<file path="config.mk">
export PLATFORM = sky130hd
export DESIGN_NAME = dec_gpr_bank_ctl
export DESIGN_NICKNAME = d
export VERILOG_FILES = /design/src/rtl/dec_gpr_bank_ctl_pkg.sv /design/src/rtl/dec_gpr_bank_stack.sv /design/src/rtl/dec_gpr_bank_ctl.sv
export SDC_FILE = /design/constraint.sdc
export NUM_CORES = 1
export LEC_CHECK = 0
export CAP_MARGIN = 15
export CORE_MARGIN = 5
export CORE_UTILIZATION = 39
export DETAILED_ROUTE_END_ITERATION = 16
export SYNTH_ARGS = -nofsm -noshare
export SYNTH_HDL_FRONTEND = slang
export SYNTH_HIERARCHICAL = 1
export SYNTH_SLANG_ARGS = --single-unit
</file>
<file path="constraint.sdc">
create_clock -name clk -period 3.3 [get_ports clk]
set_clock_uncertainty 0.15 [all_clocks]
set_input_delay 0.66 -clock clk [delete_from_list [all_inputs] [get_ports clk]]
set_output_delay 0.66 -clock clk [all_outputs]
set_load 0.05 [all_outputs]
</file>
<file path="src/rtl/dec_gpr_bank_ctl_pkg.sv">
// Shared decode-stage definitions for the banked GPR file: bank-count defaults
// and the bank-switch sequencer state encoding.
package dec_gpr_bank_ctl_pkg;

    localparam int GPR_BANKS_DEF      = 4;
    localparam int GPR_BANKS_LOG2_DEF = $clog2(GPR_BANKS_DEF);

    typedef enum logic [1:0] {
        IDLE   = 2'd0,
        DRAIN  = 2'd1,
        SWITCH = 2'd2,
        SETTLE = 2'd3
    } gpr_bank_state_e;

endpackage

</file>
<file path="src/rtl/dec_gpr_bank_stack.sv">
// LIFO of saved bank ids for nested traps. Pushes into a full stack and pops
// from an empty one are ignored; the caller reports those as errors.
module dec_gpr_bank_stack #(
    parameter int DEPTH = 4,
    parameter int W     = 2,
    localparam int CW   = $clog2(DEPTH + 1)
) (
    input  logic          clk,
    input  logic          rst_l,
    input  logic          push,
    input  logic          pop,
    input  logic [W-1:0]  push_data,
    output logic [W-1:0]  top_data,
    output logic [CW-1:0] depth,
    output logic          full,
    output logic          empty
);

    localparam int IW = (DEPTH > 1) ? $clog2(DEPTH) : 1;

    logic [W-1:0]  mem [DEPTH];
    logic [CW-1:0] top_ptr;

    assign top_ptr  = depth - 1'b1;
    assign top_data = mem[top_ptr[IW-1:0]];
    assign full     = (depth == CW'(DEPTH));
    assign empty    = (depth == '0);

    always_ff @(posedge clk or negedge rst_l) begin
        if (!rst_l) begin
            depth <= '0;
            for (int i = 0; i < DEPTH; i++) begin
                mem[i] <= '0;
            end
        end else if (push && !full) begin
            mem[depth[IW-1:0]] <= push_data;
            depth              <= depth + 1'b1;
        end else if (pop && !empty) begin
            depth <= depth - 1'b1;
        end
    end

endmodule

</file>
<file path="src/rtl/dec_gpr_bank_ctl.sv">
// Decode-stage bank-switch sequencer: accepts trap push/pop requests, drains
// GPR writebacks, then issues the one-cycle bank-id strobe to the register file.
module dec_gpr_bank_ctl
    import dec_gpr_bank_ctl_pkg::*;
#(
    parameter int GPR_BANKS      = GPR_BANKS_DEF,
    parameter int GPR_BANKS_LOG2 = GPR_BANKS_LOG2_DEF,
    parameter int STACK_DEPTH    = 4,
    parameter int DRAIN_CYCLES   = 3
) (
    input  logic                             clk,
    input  logic                             rst_l,
    input  logic                             push_req,
    input  logic [GPR_BANKS_LOG2-1:0]        push_bank,
    input  logic                             pop_req,
    output logic                             req_ready,
    input  logic                             wb_pending,
    output logic                             stall,
    output logic                             wen_bank_id,
    output logic [GPR_BANKS_LOG2-1:0]        wr_bank_id,
    output logic [GPR_BANKS_LOG2-1:0]        cur_bank,
    output logic [$clog2(STACK_DEPTH+1)-1:0] depth,
    output logic                             done,
    output logic                             err_overflow,
    output logic                             err_underflow,
    output gpr_bank_state_e                  state
);

    localparam int DCW = (DRAIN_CYCLES > 1) ? $clog2(DRAIN_CYCLES) : 1;

    if (GPR_BANKS < 2 || (1 << GPR_BANKS_LOG2) < GPR_BANKS) begin : g_bad_banks
        $error("dec_gpr_bank_ctl: GPR_BANKS_LOG2 too narrow for GPR_BANKS");
    end

    logic [GPR_BANKS_LOG2-1:0] target;
    logic [GPR_BANKS_LOG2-1:0] stk_top;
    logic [DCW-1:0]            drain_cnt;
    logic                      stk_full;
    logic                      stk_empty;
    logic                      push_acc;
    logic                      pop_acc;

    // Push wins a tie; a simultaneous pop stays pending until the next IDLE.
    assign push_acc  = (state == IDLE) && push_req;
    assign pop_acc   = (state == IDLE) && pop_req && !push_req;
    assign req_ready = (state == IDLE);
    assign stall     = (state != IDLE);

    dec_gpr_bank_stack #(
        .DEPTH (STACK_DEPTH),
        .W     (GPR_BANKS_LOG2)
    ) u_stack (
        .clk       (clk),
        .rst_l     (rst_l),
        .push      (push_acc),
        .pop       (pop_acc),
        .push_data (cur_bank),
        .top_data  (stk_top),
        .depth     (depth),
        .full      (stk_full),
        .empty     (stk_empty)
    );

    always_ff @(posedge clk or negedge rst_l) begin
        if (!rst_l) begin
            state         <= IDLE;
            target        <= '0;
            drain_cnt     <= '0;
            cur_bank      <= '0;
            wen_bank_id   <= 1'b0;
            wr_bank_id    <= '0;
            done          <= 1'b0;
            err_overflow  <= 1'b0;
            err_underflow <= 1'b0;
        end else begin
            wen_bank_id   <= 1'b0;
            wr_bank_id    <= '0;
            done          <= 1'b0;
            err_overflow  <= 1'b0;
            err_underflow <= 1'b0;
            unique case (state)
                IDLE: begin
                    if (push_acc) begin
                        if (stk_full) begin
                            err_overflow <= 1'b1;
                        end else begin
                            target    <= push_bank;
                            drain_cnt <= '0;
                            state     <= DRAIN;
                        end
                    end else if (pop_acc) begin
                        if (stk_empty) begin
                            err_underflow <= 1'b1;
                        end else begin
                            target    <= stk_top;
                            drain_cnt <= '0;
                            state     <= DRAIN;
                        end
                    end
                end
                DRAIN: begin
                    // Any writeback activity restarts the full idle window.
                    if (wb_pending) begin
                        drain_cnt <= '0;
                    end else if (drain_cnt == DCW'(DRAIN_CYCLES - 1)) begin
                        drain_cnt   <= '0;
                        wen_bank_id <= 1'b1;
                        wr_bank_id  <= target;
                        state       <= SWITCH;
                    end else begin
                        drain_cnt <= drain_cnt + 1'b1;
                    end
                end
                SWITCH: begin
                    cur_bank <= target;
                    done     <= 1'b1;
                    state    <= SETTLE;
                end
                SETTLE: begin
                    state <= IDLE;
                end
                default: begin
                    state <= IDLE;
                end
            endcase
        end
    end

endmodule

</file>
* Word-level counts from Yosys, hierarchy flattened
Index checks and enable logic that the tools add are counted.
Word-level totals: output and inout bits 15, RAM bits 0, memories kept 0, input bits 7, latch bits 0, flip-flop bits (word level) 25, logic and storage cells 92, memory bits (read-only) 0
Cells by class: multiply operators 0, equality and inequality tests 12, multiplexer cells 40, $add $sub $neg 3, bitwise gates (word level) 2, divide/modulo/power cells 0, shift operators 0, order comparisons 3, reduce and logical (&&, ||, !) cells 18
Operators with widths (number):
- $mux W2 | 22
- $mux W1 | 11
- $bwmux W8 | 1
- $pmux W2 S4 | 1
- $reduce_and A4 Y1 | 2
- $reduce_bool A2 Y1 | 4
- $eq A2 B2 Y1 const B | 3
- $ge A3 B3 Y1 const B | 2
- $logic_and A1 B1 Y1 | 6
- $mux W3 | 2
- $ne A2 B2 Y1 const B | 3
- $not A2 Y3 | 2
- $reduce_and A5 Y1 | 1
- $bmux W2 S2 | 1
- $demux W2 S2 | 1
- $pmux W2 S2 | 1
- $add A3 B1 Y3 const B | 1
- $eq A3 B3 Y1 const B | 1
- $logic_not A1 Y1 | 3
- $logic_not A3 Y1 | 1
- $lt A3 B1 Y1 const B | 1
- $ne A3 B1 Y1 const B | 1
- $ne A3 B2 Y1 const B | 1
- $ne A3 B3 Y1 const B | 1
- 5 further kinds | 5

* Depth between registers and ports, before layout
Gate-level depths: netlist of run 1.
depth in word-level cells 8, depth in mapped cells 8, depth with buffers taken out 7

* Hierarchy
Netlist of run 1, hierarchy kept.
Modules (own cells, without submodules):
- dec_gpr_bank_stack | area each 684.4 µm², cells each 57, instances 1, sequential area each 275.3 µm²
- dec_gpr_bank_ctl | area each 660.6 µm², cells each 53, instances 1, sequential area each 350.3 µm²

* Worst setup path after synthesis of run 1
OpenSTA, ideal clock, no wires.
kind reg2reg, start point reg u_stack.depth[0], end point reg state[1], period minus slack after synthesis 2.680 ns, required time 3.022 ns, buffers on the path 0, setup time 0.128 ns, arrival 2.402 ns, slack 0.620 ns, stages on the path, launching flop included 8, cells stage by stage dfrtp_1 > inv_1 > ha_1 > nand2b_2 > inv_2 > or3b_4 > a32oi_2 > mux2_1
On the way: longest elaborated chain between the ends 3, elaborated cells between the ends (all ways) 5, classes of those cells eq/ne (3); reduce/logical (2)
RTL lines:
- start: declaration | RTL line dec_gpr_bank_stack.sv:14 | output logic [CW-1:0] depth,
- start signal: assignment | RTL line dec_gpr_bank_stack.sv:37 | depth <= depth + 1'b1;
- start signal: assignment | RTL line dec_gpr_bank_stack.sv:39 | depth <= depth - 1'b1;
- $logic_not A3 Y1 | RTL line dec_gpr_bank_stack.sv:27 | assign empty = (depth == '0);
- net stk_empty | RTL line dec_gpr_bank_ctl.sv:39 | logic stk_empty;
- $ne A3 B2 Y1 (no source line)
- $reduce_and A5 Y1 (no source line)
- end signal: assignment | RTL line dec_gpr_bank_ctl.sv:66 | state <= IDLE;
- end signal: assignment | RTL line dec_gpr_bank_ctl.sv:89 | state <= DRAIN;
- end signal: assignment | RTL line dec_gpr_bank_ctl.sv:97 | state <= DRAIN;
- end: declaration | RTL line dec_gpr_bank_ctl.sv:26 | output gpr_bank_state_e state
The timed path passes the listed nets, and every way through them passes these cells. A chain may end at the register's enable or synchronous reset.

* Worst setup path after layout of run 1
start point reg state[0], end point out req_ready
On the way: longest elaborated chain between the ends 1
RTL lines:
- $logic_not A2 Y1 | RTL line dec_gpr_bank_ctl.sv:46 | assign req_ready = (state == IDLE);
- end: declaration | RTL line dec_gpr_bank_ctl.sv:16 | output logic req_ready,
No other way between the ends.

==> results of run 1 <==
[cell type report]
class	instances	area, um2
multi-input cells	75	681.9
repair buffers	22	217.7
clock buffers	3	22.52
inverters	9	33.78
fillers	322	1693
flip-flops and latches	25	625.6
well taps	46	57.56
clock inverters	1	5.005
[cells in the mapped netlist (2+ instances only)]
| cell | number | area share [%] |
|---|---|---|
| a21oi_1 | 2 | 0.74 |
| dfrtp_1 | 25 | 47 |
| nand2_1 | 5 | 1.4 |
| and2_1 | 5 | 2.3 |
| mux2_2 | 14 | 12 |
| o21ai_0 | 3 | 1.1 |
| ha_1 | 10 | 9.3 |
| inv_1 | 8 | 2.2 |
| nor2b_1 | 2 | 0.93 |
| a31oi_1 | 3 | 1.4 |
| or3b_2 | 2 | 1.3 |
| mux4_2 | 2 | 3.3 |
| nor2_1 | 5 | 1.4 |
[worst paths after layout]
path                       slack, ps             start          endpoint  cells past startpoint
setup / recovery                 380          state[0]         req_ready                      3
hold / removal                   370    u_stack/mem[1]    u_stack/mem[1]                      1
setup reg to reg                 740  u_stack/depth[0]          state[1]                      7
hold reg to reg                  370    u_stack/mem[1]    u_stack/mem[1]                      1
max in group asynchronous       2230             rst_l     wr_bank_id[0]                      2
min in group asynchronous        540             rst_l  u_stack/depth[2]                      2
[power groups by stage]
stage                     combinational [W]  sequential, W  clock (W)
after floorplan                    0.000507       0.000668          0
after global placement             0.000891       0.000526          0
after detailed placement           0.000904       0.000530          0
after CTS                          0.000907       0.000524   0.000140
after global routing               0.000970       0.000544   0.000155
final                              0.000898       0.000520   0.000134
[per-layer routing]
| layer | track usage [%] | vias up |
|---|---|---|
| li1 | - | 442 |
| met1 | 16.72 | 427 |
| met2 | 18.00 | 26 |
| met3 | 5.186 | 0 |
| met4 | 2.433 | 0 |
| met5 | 0 | - |
[cells by family (layout without fill, tap and decap cells)]
group / after synthesis / count (layout) / share of synthesized area, %
fa+ha+maj: 10 / 10 / 9.302
mux: 18 / 18 / 16.65
buf+inv: 10 / 35 / 2.790
compound gates: 19 / 19 / 11.72
simple gates: 28 / 28 / 13.02
flops: 25 / 25 / 46.51
[layout by cell type (no fill, tap or decap), types with 2 or more instances in the layout]
cell,n
a31oi_1,3
nand2_1,5
clkbuf_4,3
clkdlybuf4s50_1,21
nor2b_1,2
ha_1,10
o21ai_0,3
dfrtp_1,25
and2_1,5
inv_1,8
or3b_2,2
a21oi_1,2
mux2_2,14
mux4_2,2
nor2_1,5
[sequential cells by signal (all words and copies together) (netlist names)]
name and cells:
state 2, target 2, done 1, drain_cnt 2, wr_bank_id 2, err_overflow 1, err_underflow 1, cur_bank 2
wen_bank_id 1, u_stack/mem 8, u_stack/depth 3
[per-stage QoR]
step	cells	worst slack, ps	total power, W
after floorplan	110	620.2	0.001175
after global placement	177	744.5	0.001417
after detailed placement	177	715.3	0.001434
after CTS	181	353.1	0.001571
after global routing	181	261.9	0.001668
final	181	376.0	0.001552
[worst max-delay path: cells and delay by family (launching register included)]
family	cells	cell delay, ps
buffers and inverters	2	1010
DFF	1	420
adders and majority gates	1	370
==> implementation parameters, run 1 <==
Parameter                              Value

Drt
  Post-Route WL    ~2500 um
  Met1 Wirelength    ~1200 um
  Starting DRT DRC Count    39
  Count of TritonRoute iterations in the first routing pass    4
  Number of vias per cell    ~4.9
  Remaining number of nets flagged by the antenna check after routing    0
  DRC violations left    0
  Top sig layer    met3
  Met2 routed WL    between 1000 and 1500 um
  Vias    slightly below 900
  Routed WL per cell    between 10 and 15 um
  Met3 routed wirelength    roughly 190 um

Pwr
  Clock network fraction of design power    a little under 9%
  Power per Cell Area    944.2 mW/mm2
  VDD IR-drop max    approximately 0.00051 V
  Internal power summed over all cells    between 0.0008 and 0.0009 W
  Proportion of power drawn by flip-flops and latches    33.5%
  Sw Pwr    just over 0.0007 W
  Logic pwr share    roughly 58%
  Leakage dissipation    roughly 0.74 nW
  Fraction of power spent switching nets    between 40% and 50%

Layout
  Post-layout utilization of the core    just under 50%
  Final net count    approximately 150
  Share of post-route cells with drive strength above 1    23.70%
  Number of antenna diodes    0
  Final Instance Area    ~0.0016 mm2
  Area added between synthesis and finish    22.23%

Placement
  Standard cell area after detailed placement    about 0.0016 mm2
  Port Buffer Count    21
  Post-DP HPWL    between 1500 and 2000 um
  Final estimated routing congestion in global placement    approximately 0.75

Critical path
  Arrival time reported for the critical path endpoint    2110 ps
  Delay of the slowest cell on the worst path    880 ps
  Largest driver fanout on the critical path    10
  Critical Path Source Type    register
  Endpoint class of the critical path    output port
  Required @ worst endpoint    approximately 2500 ps
  Cell Chain, Critical Path    inv_1 > ha_1 > clkdlybuf4s50_1
  Master of the slowest instance on the critical path    clkdlybuf4s50_1
  Critical path class    reg -> out

STA
  Unrepaired setup endpoints after global routing    false
  Period utilization    about nine tenths
  Final period demand of the worst path    between 2000 and 3000 ps
  Total count of max-transition violations in the final report    0
  Total Neg Setup Slack    0 ps
  Final setup violation count    0
  Slew @ Worst Pin    slightly above 500 ps
  Fin Hold WS    roughly 370 ps
  Maximum operating frequency    342.0 MHz
  Endpoints failing hold    0
  Worst-case headroom to the max-slew limit    between 60 and 70%

Die
  Total Die Area    0.004723 mm2
  Num rows    21
  Starting density of the core    around 40%
  Y dimension of the die    68.73 um
  Std-Cell Core Area    0.003337 mm2
  Chip Width    between 60 and 70 um
  Top Ports    22

Yosys
  Count of different cell masters after synthesis    37
  Post-Synthesis Cell Area    0.001345 mm2
  Commonest register cell after synthesis    dfrtp_1
  Cell count after synthesis    between 100 and 150
  Post-synth net total    around 130
  Flip-flop and latch count after synthesis    25
  Register area share after synthesis    46.51%
  Average instance area after synthesis    around 12 um2
  Post-synth EDFFs    0
  Proportion of synthesized flip-flops having asynchronous set or reset    between 90% and 100%
  Warning count from the yosys run    6

CTS
  Deepest clock path buffer count    2
  Clock root cell    clkbuf_4
  TritonCTS clock tree    yes
  Clock network latency to the later pin of the worst-skew pair    310 ps
  Total CTS buffers    3
  Clk sink count    25
  CTS HTree Levels    1
  Post-CTS Setup Repair Bufs    0
  Clock-pin slew on the worst setup and hold paths    between 100 and 150 ps
  CTS resizes    0
  Cts hold-fix bufs    0

Global routing
  Global-route usage over all layers    between 10% and 20%
  Via count of the first global-routing pass    900
  First-pass GRT wire length    about 4300 um
  Grt ovf    0
  Initial antenna violation count    0
  Pin count of the biggest net entering global routing    26

Status
  Result of the run    finished clean

Min path
  Class of the most critical hold timing path    reg -> reg

Job
  Max-Cap Viols    0
Note: power is estimated with default switching activity, not from simulation.
==> inputs of run 2 (changes only) <==
--- a/config.mk
+++ b/config.mk
@@ -9,6 +9,7 @@
 export CORE_MARGIN = 5
 export CORE_UTILIZATION = 39
 export DETAILED_ROUTE_END_ITERATION = 16
+export PLACE_DENSITY_LB_ADDON = 0.08
 export SYNTH_ARGS = -nofsm -noshare
 export SYNTH_HDL_FRONTEND = slang
 export SYNTH_HIERARCHICAL = 1
==> implementation parameters, run 2 (synthesis results as in run 1) <==
Parameter                              Value

Layout
  Number of antenna diodes    0 (unchanged)
  Flip-flop count of the largest register after layout    8 (unchanged)
  Post-layout utilization of the core    49.57% (+0.30 points)
  Registers with the most flip-flops    u_stack/mem (8), u_stack/depth (3)
  Area added between synthesis and finish    22.98%
  Most common library cell in the layout ignoring fill and taps    dfrtp_1
  Layout Cells excl Fill    182 (+0.55%)
  Most used cells in the layout excluding fill and tap cells    dfrtp_1, clkdlybuf4s50_1, mux2_2
  Share of post-route cells with drive strength above 1    24.26% (+0.56 points)
  FILL cells    323 (+0.31%)
  Register with the most flip-flops    u_stack/mem
  Final net count    154 (+0.65%)

Placement
  Port Buffer Count    21 (unchanged)
  Post-DP HPWL    1987 um (+1.9%)
  Cell count after placement    178 (+0.56%)
  Final estimated routing congestion in global placement    0.7229 (-3.6%)

CTS
  Clk sink count    25 (unchanged)
  CTS HTree Levels    1 (unchanged)
  Deepest clock path buffer count    2 (unchanged)
  Clock network latency to the later pin of the worst-skew pair    320 ps (about the same)
  CTS resizes    0 (unchanged)
  TritonCTS clock tree    yes
  Post-CTS Setup Repair Bufs    0 (unchanged)
  Total CTS buffers    3 (unchanged)
  Clock-pin slew on the worst setup and hold paths    140 ps (about the same)
  Clock root cell    clkbuf_4
  Cts hold-fix bufs    0 (unchanged)

Critical path
  Number of cells on the worst reg-to-reg path    7 (unchanged)
  Largest driver fanout on the critical path    10 (unchanged)
  End of the worst register-to-register path    state[1]
  Cell Chain, Critical Path    inv_1 > ha_1 > clkdlybuf4s50_1
  Critical Path Source Type    register
  Endpoint class of the critical path    output port
  Cell family contributing the most delay on the critical path    buffers and inverters
  Master of the slowest instance on the critical path    clkdlybuf4s50_1
  Delay of the slowest cell on the worst path    870 ps (about the same)
  Required @ worst endpoint    2490 ps (about the same)
  Arrival time reported for the critical path endpoint    2110 ps (about the same)
  Critical path class    reg -> out
  Worst setup slack for register-to-register paths    910 ps (+170 ps)
  Startpoint of the worst register-to-register path    u_stack/depth[1]
  Worst path bufs/invs    2 (unchanged)

Die
  Starting density of the core    40.31% (unchanged)
  Top Ports    22 (unchanged)
  Total Die Area    0.004723 mm2 (unchanged)
  Std-Cell Core Area    0.003337 mm2 (unchanged)
  Chip Width    68.73 um (unchanged)
  Y dimension of the die    68.73 um (unchanged)
  Num rows    21 (unchanged)

Drt
  Count of TritonRoute iterations in the first routing pass    4 (unchanged)
  Post-Route WL    2620 um (+3.8%)
  Routed WL per cell    14.40 um (+3.3%)
  Remaining number of nets flagged by the antenna check after routing    0 (unchanged)
  Number of vias per cell    5.198 (+5.1%)
  Starting DRT DRC Count    55 (+41%)
  Vias    946 (+5.7%)
  DRC violations left    0 (unchanged)

Global routing
  Pin count of the biggest net entering global routing    26 (unchanged)
  Initial antenna violation count    0 (unchanged)
  First-pass GRT wire length    4491 um (+5.2%)
  Global-route usage over all layers    12.91% (+0.71 points)
  Via count of the first global-routing pass    948 (+5.3%)
  Grt ovf    0 (unchanged)

Min path
  Class of the most critical hold timing path    reg -> reg
  Beginning of the worst hold path    u_stack/mem[5]
  WHS Path Cells    1 (unchanged)
  Min-Delay Endpoint    u_stack/mem[5]

STA
  Endpoints failing hold    0 (unchanged)
  Maximum operating frequency    342.6 MHz (+0.19%)
  Unrepaired setup endpoints after global routing    false
  Worst-case headroom to the max-slew limit    64.23% (-1.8 points)
  Total count of max-transition violations in the final report    0 (unchanged)
  Total Neg Setup Slack    0 ps (unchanged)
  Slew @ Worst Pin    529.1 ps (+21.47 ps)
  Final period demand of the worst path    2918 ps (-5.475 ps)
  Period utilization    88.44% (-0.17 points)
  Final setup violation count    0 (unchanged)

Pwr
  VDD IR-drop max    0.0004066 V (-20%)
  Power per Cell Area    950.7 mW/mm2 (+0.69%)
  Leakage dissipation    0.7427 nW (+0.15%)

Status
  Result of the run    finished clean

Job
  Max-Cap Viols    0 (unchanged)
==> run 2: changes by cell type in the layout (fill, tap and decap cells not counted), sizes merged <==
cell | before | now
buf | 1 | 2
clkinv | 1 | 0
clkinvlp | 0 | 1
==> run 2: worst max path at each step <==
stage                           startpoint        end  slack, ps  cells past startpoint
final                             state[0]  req_ready        380                      3
after detailed placement          push_req   state[1]        730                      4
after global placement            state[0]  req_ready        740                      3
after global routing              state[0]  req_ready        280                      3
after CTS                         state[0]  req_ready        350                      3
after floorplan           u_stack/depth[0]   state[1]        620                      7
==> run 2: routing by layer <==
| layer | routed length, um | global-route usage (%) | share of wire [%] | vias to the layer above |
|---|---|---|---|---|
| li1 | - | - | - | 446 |
| met1 | 1205 | 17.11 | 46 | 480 |
| met2 | 1262 | 20.62 | 48 | 16 |
| met3 | 112 | 2.593 | 4.3 | 4 |
| met4 | 38 | 5.109 | 1.5 | 0 |
| met5 | 0 | 0 | 0 | - |
==> run 2: cell type report <==
| cell class | instances | area (um2) | share of cell area (%) |
|---|---|---|---|
| clock inverters | 1 | 7.507 | 0.4539 |
| repair buffers | 23 | 225.2 | 13.62 |
| multi-input cells | 75 | 681.9 | 41.23 |
| clock buffers | 3 | 22.52 | 1.362 |
| flip-flops and latches | 25 | 625.6 | 37.82 |
| well taps | 46 | 57.56 | 3.480 |
| inverters | 9 | 33.78 | 2.042 |
==> run 2: stage by stage <==
stage / hold slack, ps / power, W / instance area (um2) / setup slack (ps)
global placement: 335.7 / 0.001436 / 1624 / 736.9
floorplan: 214.4 / 0.001175 / 1345 / 620.2
CTS: 382.3 / 0.001592 / 1654 / 354.6
detailed placement: 349.7 / 0.001442 / 1624 / 732.4
finish: 382.1 / 0.001573 / 1654 / 381.5
global route: 387.1 / 0.001688 / 1654 / 278.5
==> run 2: power by group <==
part	internal (W)	total [W]	switching, W	leakage (nW)
sequential	0.000412	0.000500	0.0000882	0.325
clock	0.0000463	0.000143	0.0000970	0.0139
combinational	0.000396	0.000929	0.000533	0.404
